[config.mk]
export PLATFORM = sky130hd
export DESIGN_NAME = bar_unlock_ctrl
export DESIGN_NICKNAME = d
export VERILOG_FILES = /design/src/rtl/bar_ctrl_pkg.sv /design/src/rtl/bar_gap_timer.sv /design/src/rtl/bar_unlock_ctrl.sv
export SDC_FILE = /design/constraint.sdc
export NUM_CORES = 1
export LEC_CHECK = 0
export BUFFER_PORTS_ARGS = -buffer_cell sky130_fd_sc_hd__buf_2
export CELL_PAD_IN_SITES_DETAIL_PLACEMENT = 0
export CELL_PAD_IN_SITES_GLOBAL_PLACEMENT = 1
export CORE_MARGIN = 3
export CORE_UTILIZATION = 44
export CTS_CLUSTER_SIZE = 14
export DETAILED_ROUTE_END_ITERATION = 12
export HOLD_SLACK_MARGIN = 0.03
export PLACE_DENSITY = 0.9
export SKIP_LAST_GASP = 1
export SYNTH_ARGS = -nofsm -noshare
export SYNTH_HDL_FRONTEND = slang
export SYNTH_SLANG_ARGS = --single-unit
[constraint.sdc]
create_clock -name clk -period 5.8 [get_ports clk]
set_input_delay 1.16 -clock clk [delete_from_list [all_inputs] [get_ports clk]]
set_output_delay 1.16 -clock clk [all_outputs]
set_load 0.01 [all_outputs]
[src/rtl/bar_ctrl_pkg.sv]
`default_nettype none
// ============================================================================
//  Module      : bar_ctrl_pkg
//  Description : Shared state encoding, widths and default unlock constants
//                for the BAR unlock controller.
//  Revision    : 1.0 - initial release
// ============================================================================
package bar_ctrl_pkg;

  localparam int c_STATE_W = 3;
  localparam int c_TIMER_W = 16;

  typedef enum logic [c_STATE_W-1:0] {
    ST_IDLE    = 3'd0,
    ST_GOT1    = 3'd1,
    ST_GOT2    = 3'd2,
    ST_ENABLED = 3'd3,
    ST_LOCKOUT = 3'd4
  } state_t;

  localparam logic [31:0] c_KEY0_DEFAULT  = 32'hA5A5_FF00;
  localparam logic [31:0] c_KEY1_DEFAULT  = 32'h5A5A_00FF;
  localparam logic [31:0] c_KEY2_DEFAULT  = 32'hC3C3_3C3C;
  localparam logic [31:0] c_DEACT_DEFAULT = 32'hDEAD_0000;

endpackage
`default_nettype wire

[src/rtl/bar_gap_timer.sv]
`default_nettype none
// ============================================================================
//  Module      : bar_gap_timer
//  Description : 16-bit up/down counter with clear, load and a terminal-count
//                flag against a caller-supplied compare value. Serves both the
//                inter-word timeout (counting up) and the lockout (counting down).
//  Revision    : 1.0 - initial release
// ============================================================================
module bar_gap_timer
  import bar_ctrl_pkg::*;
(
  input  logic                 clk,
  input  logic                 rst,
  input  logic                 i_clr,
  input  logic                 i_load,
  input  logic [c_TIMER_W-1:0] i_load_val,
  input  logic                 i_en,
  input  logic                 i_up,
  input  logic [c_TIMER_W-1:0] i_tc_val,
  output logic                 o_tc
);

  logic [c_TIMER_W-1:0] count_q;
  logic [c_TIMER_W-1:0] count_d;

  // Next count: clear beats load, load beats counting.
  always_comb begin
    count_d = count_q;
    if (i_clr) begin
      count_d = '0;
    end else if (i_load) begin
      count_d = i_load_val;
    end else if (i_en) begin
      count_d = i_up ? (count_q + 16'd1) : (count_q - 16'd1);
    end
  end

  // Counter register.
  always_ff @(posedge clk) begin
    if (rst) begin
      count_q <= '0;
    end else begin
      count_q <= count_d;
    end
  end

  assign o_tc = (count_q == i_tc_val);

endmodule
`default_nettype wire

[src/rtl/bar_unlock_ctrl.sv]
`default_nettype none
// ============================================================================
//  Module      : bar_unlock_ctrl
//  Description : Three-word DMA unlock sequence gating BAR decode, with an
//                inter-word timeout, failure counting and timed lockout.
//  Revision    : 1.0 - initial release
// ============================================================================
module bar_unlock_ctrl
  import bar_ctrl_pkg::*;
#(
  parameter logic [31:0] KEY0           = c_KEY0_DEFAULT,
  parameter logic [31:0] KEY1           = c_KEY1_DEFAULT,
  parameter logic [31:0] KEY2           = c_KEY2_DEFAULT,
  parameter logic [31:0] DEACT_CODE     = c_DEACT_DEFAULT,
  parameter int          TIMEOUT_CYCLES = 16,
  parameter int          MAX_FAILS      = 3,
  parameter int          LOCKOUT_CYCLES = 64
) (
  input  logic                 clk,
  input  logic                 rst,
  input  logic [31:0]          dma_data,
  input  logic                 dma_valid,
  output logic                 bar_enabled,
  output logic                 unlock_pulse,
  output logic                 lockout,
  output logic [3:0]           fail_cnt,
  output logic [c_STATE_W-1:0] state_o
);

  // The timeout fires on the gap cycle where the timer would reach
  // TIMEOUT_CYCLES-1, i.e. while it still holds TIMEOUT_CYCLES-2.
  localparam logic [c_TIMER_W-1:0] c_TO_TC   = 16'(TIMEOUT_CYCLES - 2);
  localparam logic [c_TIMER_W-1:0] c_LO_LOAD = 16'(LOCKOUT_CYCLES - 1);
  localparam logic [4:0]           c_MAX_F   = 5'(MAX_FAILS);

  state_t     state_q, state_d;
  logic [3:0] fail_cnt_q, fail_cnt_d;
  logic       bar_en_q, bar_en_d;
  logic       unlock_q, unlock_d;
  logic       lockout_q, lockout_d;

  logic                 w_tmr_clr;
  logic                 w_tmr_load;
  logic                 w_tmr_en;
  logic                 w_tmr_up;
  logic                 w_tmr_tc;
  logic [c_TIMER_W-1:0] w_tmr_tc_val;
  logic                 w_fail;
  logic [3:0]           w_fail_inc;

  assign w_tmr_tc_val = (state_q == ST_LOCKOUT) ? '0 : c_TO_TC;
  assign w_fail_inc   = (fail_cnt_q == 4'hF) ? 4'hF : (fail_cnt_q + 4'd1);

  bar_gap_timer u_timer (
    .clk        (clk),
    .rst        (rst),
    .i_clr      (w_tmr_clr),
    .i_load     (w_tmr_load),
    .i_load_val (c_LO_LOAD),
    .i_en       (w_tmr_en),
    .i_up       (w_tmr_up),
    .i_tc_val   (w_tmr_tc_val),
    .o_tc       (w_tmr_tc)
  );

  // Next-state, failure handling and timer control; a valid word always wins
  // over a coincident timeout.
  always_comb begin
    state_d    = state_q;
    fail_cnt_d = fail_cnt_q;
    w_tmr_clr  = 1'b0;
    w_tmr_load = 1'b0;
    w_tmr_en   = 1'b0;
    w_tmr_up   = 1'b1;
    w_fail     = 1'b0;

    case (state_q)
      ST_IDLE: begin
        if (dma_valid && (dma_data == KEY0)) begin
          state_d   = ST_GOT1;
          w_tmr_clr = 1'b1;
        end
      end
      ST_GOT1: begin
        if (dma_valid) begin
          if (dma_data == KEY1) begin
            state_d   = ST_GOT2;
            w_tmr_clr = 1'b1;
          end else begin
            w_fail = 1'b1;
          end
        end else if (w_tmr_tc) begin
          w_fail = 1'b1;
        end else begin
          w_tmr_en = 1'b1;
        end
      end
      ST_GOT2: begin
        if (dma_valid) begin
          if (dma_data == KEY2) begin
            state_d    = ST_ENABLED;
            fail_cnt_d = '0;
          end else begin
            w_fail = 1'b1;
          end
        end else if (w_tmr_tc) begin
          w_fail = 1'b1;
        end else begin
          w_tmr_en = 1'b1;
        end
      end
      ST_ENABLED: begin
        if (dma_valid && (dma_data == DEACT_CODE)) begin
          state_d = ST_IDLE;
        end
      end
      ST_LOCKOUT: begin
        if (w_tmr_tc) begin
          state_d    = ST_IDLE;
          fail_cnt_d = '0;
        end else begin
          w_tmr_en = 1'b1;
          w_tmr_up = 1'b0;
        end
      end
      default: begin
        state_d = ST_IDLE;
      end
    endcase

    if (w_fail) begin
      fail_cnt_d = w_fail_inc;
      if (({1'b0, fail_cnt_q} + 5'd1) == c_MAX_F) begin
        state_d    = ST_LOCKOUT;
        w_tmr_load = 1'b1;
      end else begin
        state_d = ST_IDLE;
      end
    end

    bar_en_d  = (state_d == ST_ENABLED);
    unlock_d  = (state_d == ST_ENABLED) && (state_q != ST_ENABLED);
    lockout_d = (state_d == ST_LOCKOUT);
  end

  // State and registered outputs.
  always_ff @(posedge clk) begin
    if (rst) begin
      state_q    <= ST_IDLE;
      fail_cnt_q <= '0;
      bar_en_q   <= 1'b0;
      unlock_q   <= 1'b0;
      lockout_q  <= 1'b0;
    end else begin
      state_q    <= state_d;
      fail_cnt_q <= fail_cnt_d;
      bar_en_q   <= bar_en_d;
      unlock_q   <= unlock_d;
      lockout_q  <= lockout_d;
    end
  end

  assign bar_enabled  = bar_en_q;
  assign unlock_pulse = unlock_q;
  assign lockout      = lockout_q;
  assign fail_cnt     = fail_cnt_q;
  assign state_o      = state_q;

endmodule
`default_nettype wire
==> Yosys cells after proc, flatten, opt, wreduce, memory -nomap -nowiden <==
Cells that the tools add are included.
{ "totals": {"elab_cells": 74, "register_bits": 26, "inputBits": 35, "output_inout_bits": 10} }
{ "classes": {"n_addsub": 4, "reduce_logical": 10, "n_eq_ne": 17, "muxes": 36} }
{ "ops": {"columns": ["cell", "count"], "rows": [
  ["$eq 32x32->1 const B", 3],
  ["$eq 32x31->1 const B", 1],
  ["$mux 3", 9],
  ["$mux 4", 6],
  ["$add 16x1->16 const B", 1],
  ["$eq 16x4->1", 1],
  ["$mux 16", 1],
  ["$sub 16x1->16 const B", 1],
  ["$pmux 3 s5", 1],
  ["$mux 1", 13],
  ["$mux 6", 2],
  ["$eq 3x2->1 const B", 3],
  ["$pmux 4 s2", 1],
  ["$eq 3x3->1 const B", 2],
  ["$ne 3x2->1 const B", 2],
  ["$ne 3x3->1 const B", 2],
  ["$pmux 1 s2", 3],
  ["$add 4x1->5 const B", 1],
  ["$eq 5x2->1 const B", 1],
  ["$add 4x1->4 const B", 1],
  ["$eq 4x4->1 const B", 1],
  ["$reduce_and 4->1", 1],
  ["$reduce_or 2->1", 2],
  ["$eq 3x1->1 const B", 1],
  ["5 further kinds", 7]
]} }

==> Longest topological paths before layout <==
{ "logic_depth": {"ltp_word": 9, "depth_mapped": 14, "depth_no_buf": 12} }

==> Modules after synthesis <==
Synthesis repeated with hierarchy kept, for this count alone.
{ "unflattened": {"cells_unflattened": 306, "area_unflattened_um2": 2531.2} }
{ "by_module_without_submodules": {"columns": ["module", "area_per_inst_um2", "seq_area_each_um2", "n_inst", "cells_per_inst"], "rows": [
  ["bar_gap_timer", 1616.6, 320.3, 1, 196],
  ["bar_unlock_ctrl", 914.6, 200.2, 1, 110]
]} }

==> Least setup slack after synthesis <==
No wires, ideal clock.
{ "synth_timing": {"kind": "flip-flop to flip-flop", "from": "reg state_q[2] (netlist: state_o[2])", "to": "reg u_timer.count_q[15]", "t_arrival_ps": 3506, "setup_time_ps": 72, "setup_slack_ps": 2223, "path_stages_with_launch": 15, "t_required_ps": 5728, "n_path_buf": 2, "synth_period_minus_slack_ps": 3577, "cell_sequence": "dfxtp_1 buf_2 nor3b_2 mux2i_1 or2_0 clkbuf_1 nand2_1 inv_1 ha_1 a211oi_1 o211ai_1 and3_1 o31ai_1 mux2i_1 mux2i_1"} }
{ "synth_via": {"elab_chain_cells": 8, "word_cells_on_any_way": 19, "classes_between": "eq/ne (4); mux (12); reduce/logical (3)"} }
{ "synth_lines": {"columns": ["element", "line", "text"], "rows": [
  ["from (decl)", "bar_unlock_ctrl.sv:36", "state_t state_q, state_d;"],
  ["from (signal assigned)", "bar_unlock_ctrl.sv:155", "state_q <= state_d;"],
  ["$eq 3x3->1", "bar_unlock_ctrl.sv:51, bar_unlock_ctrl.sv:77", null],
  ["$mux 4", "bar_unlock_ctrl.sv:51", "assign w_tmr_tc_val = (state_q == ST_LOCKOUT) ? '0 : c_TO_TC;"],
  ["$eq 16x4->1", "bar_gap_timer.sv:47", "assign o_tc = (count_q == i_tc_val);"],
  ["$mux 1", "bar_unlock_ctrl.sv:92, bar_unlock_ctrl.sv:106, bar_unlock_ctrl.sv:118", null],
  ["$mux 1 (on tied branches)", "bar_unlock_ctrl.sv:99, bar_unlock_ctrl.sv:85", null],
  ["$pmux 1 s2", "bar_unlock_ctrl.sv:77", "case (state_q)"],
  ["$mux 1", "bar_unlock_ctrl.sv:131", "if (w_fail) begin"],
  ["$reduce_or 3->1 (no source line)", null, null],
  ["to (signal assigned)", "bar_gap_timer.sv:43", "count_q <= count_d;"],
  ["to (decl)", "bar_gap_timer.sv:23", "logic [c_TIMER_W-1:0] count_q;"]
]} }
Parallel ways exist; a longest one is shown, timed or not.
A chain may end at the register's enable or synchronous reset.

==> Final worst setup path <==
Same ends and word-level chain as after synthesis.

==> metrics.yaml <==
die_w_um: 77.0
r2r_cells: 12
avgSynthCellArea_um2: 8.18
synth_seq_cells: 26
preCtsSetupSlack_ns: 1.81
globalplace.congestion: 0.868
total_power_mw: 0.353
status: "complete, no violations"
cts_buffers: 3
final.setup.tns_ns: 0
grt_pass1_wl_mm: 9.14
path_cells: "nor3b_2 > mux2i_1 > or2_0 > nand2_1 > inv_1 > ha_1 > a211oi_1 > o211ai_1 > and3_1 > o31ai_1 > mux2i_1 > mux2i_1"
critPathMaxFanout: 15
power.leakage_nw: 1.11
max_clock_freq_mhz: 248
drt-initial-drc-count: 73
regArea_um2: 520
synth_top_area_share: 0.235
netlist_top_cells_area: "dfxtp_1 23%, ha_1 9.0%, a21oi_1 6.3%, nand2_1 5.1%, mux2i_1 4.1%"
grt_pass1_vias: 2063
clk_path_buf_depth: 2
clk_latency_ns: 0.27
ys_types: 62
nFillCells: 474
core-area_mm2: 0.00479
ys.flop_type: "dfxtp_1"
cts-root-buf: "clkbuf_8"
ys_seq_area_frac: 0.235
maxSlewHeadroom: 0.521
worst_path_most_repeated_cell: "mux2i_1"
drtPass1Iterations: 4
final_layout_size_suffix_gt1_frac: 0.208
synthTopCellsByCount: "30 x nand2_1, 28 x a21oi_1, 26 x dfxtp_1"
multiInputGateArea_mm2: 0.00163
final_nets: 365
netlist_area_mm2: 0.00222
critical_path_class: "reg2reg"
synth_most_common_cell: "nand2_1"
routed_wl_mm: 5.17
grt.total_usage: 0.182
hold_class: "reg2reg"
post-cts-setup-buffers: 0
cts_sinks: 26
fp.dieH_um: 77.0
ant_nets: 0
cts.htree.levels: 1
r2r-end: "u_timer.count_q[15]"
arrival_ns: 4.24
initial_utilization: 0.463
grt.overflow.total: 0
grt_max_degree: 21
pwr_density_cell_mw_per_mm2: 137
ioPinCount: 45
vdd_drop_max_v: 0.0000944
end_kind: "flip-flop"
min_period_over_period: 0.694
num_rows: 25
drv_slew: 0
area_growth_pct: 15.7
vias: 2142
dp_hpwl_mm: 4.08
cap_violations: 0
crit_end: "u_timer.count_q[15]"
critical_path.slowest_cell: "dfxtp_1"
post_drt_wl_per_cell_um: 13.6
worst_pin_slew_ns: 0.718
cts_repair_resize_count: 0
synth_nets: 323
hold_buffers: 0
worstPathRequired_ns: 6.01
worstReg2RegStart: "state_o[2]"
netlist_instances: 271
synth-edff-count: 0
fin_skew_ns: 0.00180
slowest_delay_ns: 0.50
setup_viol: 0
antenna_found_initial: 0
synth_top_area_cell: "dfxtp_1"
cts_tree: "yes"
design.die.area_mm2: 0.00593
yosys_warnings: 0
clk_pin_slew_worst_paths_ns: 0.09
viasPerCell: 5.65
finalHoldViolations: 0
port_buffers: 44
crit_path_start_kind: "flip-flop"
min_period_ns: 4.03
layout_setup_ws_ns: 1.77
num_antenna_cells: 0
async_reset_ff_frac: 0
cp-startpoint: "state_o[2]"
rsz0062_at_grt: "no"
drcViolationCount: 0
reg2reg_slack_ns: 1.77
-- cell usage in the layout (no fill, tap or decap), drive strengths merged, types with 5 or more instances in the layout --
master  netlist  layout
inv          10      10
or4           6       6
nor2         15      15
ha           16      16
o21ai        10      10
nand3         9       9
a211oi        5       5
xnor2         6       6
nand2        30      30
buf           4      45
nor4          7       7
nor3b         6       6
nor3          9       9
nand4b        5       5
mux2i         9       9
a21oi        28      28
dfxtp        26      26
-- layout make-up --
cell class              instances  area share
well taps                      67      0.0327
clock buffers                   3      0.0161
multi-input cells             227       0.633
clock inverters                 1      0.0117
flip-flops and latches         26       0.203
repair buffers                 45      0.0887
inverters                      10      0.0146
-- routing by layer --
layer,GRT usage,vias to the layer above,wire (µm),share of wire
met1,0.231,966,2480,0.48
met4,0.0374,0,32,0.0062
met3,0.0364,4,189,0.037
met2,0.318,41,2470,0.48
met5,0,-,0,0
li1,-,1131,-,-
-- critical path, delay by kind of cell (launching register included) --
kind / cells / cell delay [ns]
adders and majority gates: 1 / 0.34
AOI/OAI and AO/OA: 3 / 0.99
muxes: 3 / 0.75
DFF: 1 / 0.50
and+or+nand+nor: 4 / 0.96
buffers and inverters: 1 / 0.41
-- worst min-delay path by stage --
stage / to / cells past startpoint / start
after detailed placement: u_timer.count_q[8] / 2 / u_timer.count_q[8]
after global placement: u_timer.count_q[6] / 2 / u_timer.count_q[6]
after CTS: u_timer.count_q[8] / 2 / u_timer.count_q[8]
after global routing: u_timer.count_q[6] / 2 / u_timer.count_q[6]
final: u_timer.count_q[8] / 2 / u_timer.count_q[8]
after floorplan: u_timer.count_q[9] / 2 / u_timer.count_q[9]
-- logic make-up (layout without fill, tap and decap cells) --
logic type | count (synthesis) | count (layout) | synth area share
xor+xnor | 8 | 8 | 0.0316
simple gates | 116 | 116 | 0.317
mux | 9 | 9 | 0.0406
buf+inv | 18 | 59 | 0.0322
fa+ha+maj | 17 | 17 | 0.0993
compound gates | 77 | 77 | 0.244
flops | 26 | 26 | 0.235
-- metrics by stage --
| stage | util | instances | instance area [µm²] | hold slack, ns |
|---|---|---|---|---|
| 2_1_floorplan | - | 271 | 2220 | 0.449 |
| 6_report | 0.536 | 379 | 2570 | 0.483 |
| 5_1_grt | 0.536 | 379 | 2570 | 0.521 |
| 4_1_cts | 0.536 | 379 | 2570 | 0.486 |
| 3_5_place_dp | 0.521 | 375 | 2490 | 0.473 |
| 3_3_place_gp | 0.521 | 375 | 2490 | 0.465 |
-- registers in the layout, summed over array words and instances, names as in the netlist --
signal,cells
u_timer.count_q,16
bar_enabled,1
state_o,3
fail_cnt,4
unlock_pulse,1
lockout,1
-- power breakdown --
part           internal, mW  leakage [nW]    switching [mW]
registers             0.178         0.209  0.00000000000421
clock network        0.0924        0.0357            0.0586
logic                0.0125         0.868            0.0108
total                 0.283          1.11            0.0694
Note: power is estimated with default switching activity, not from simulation.
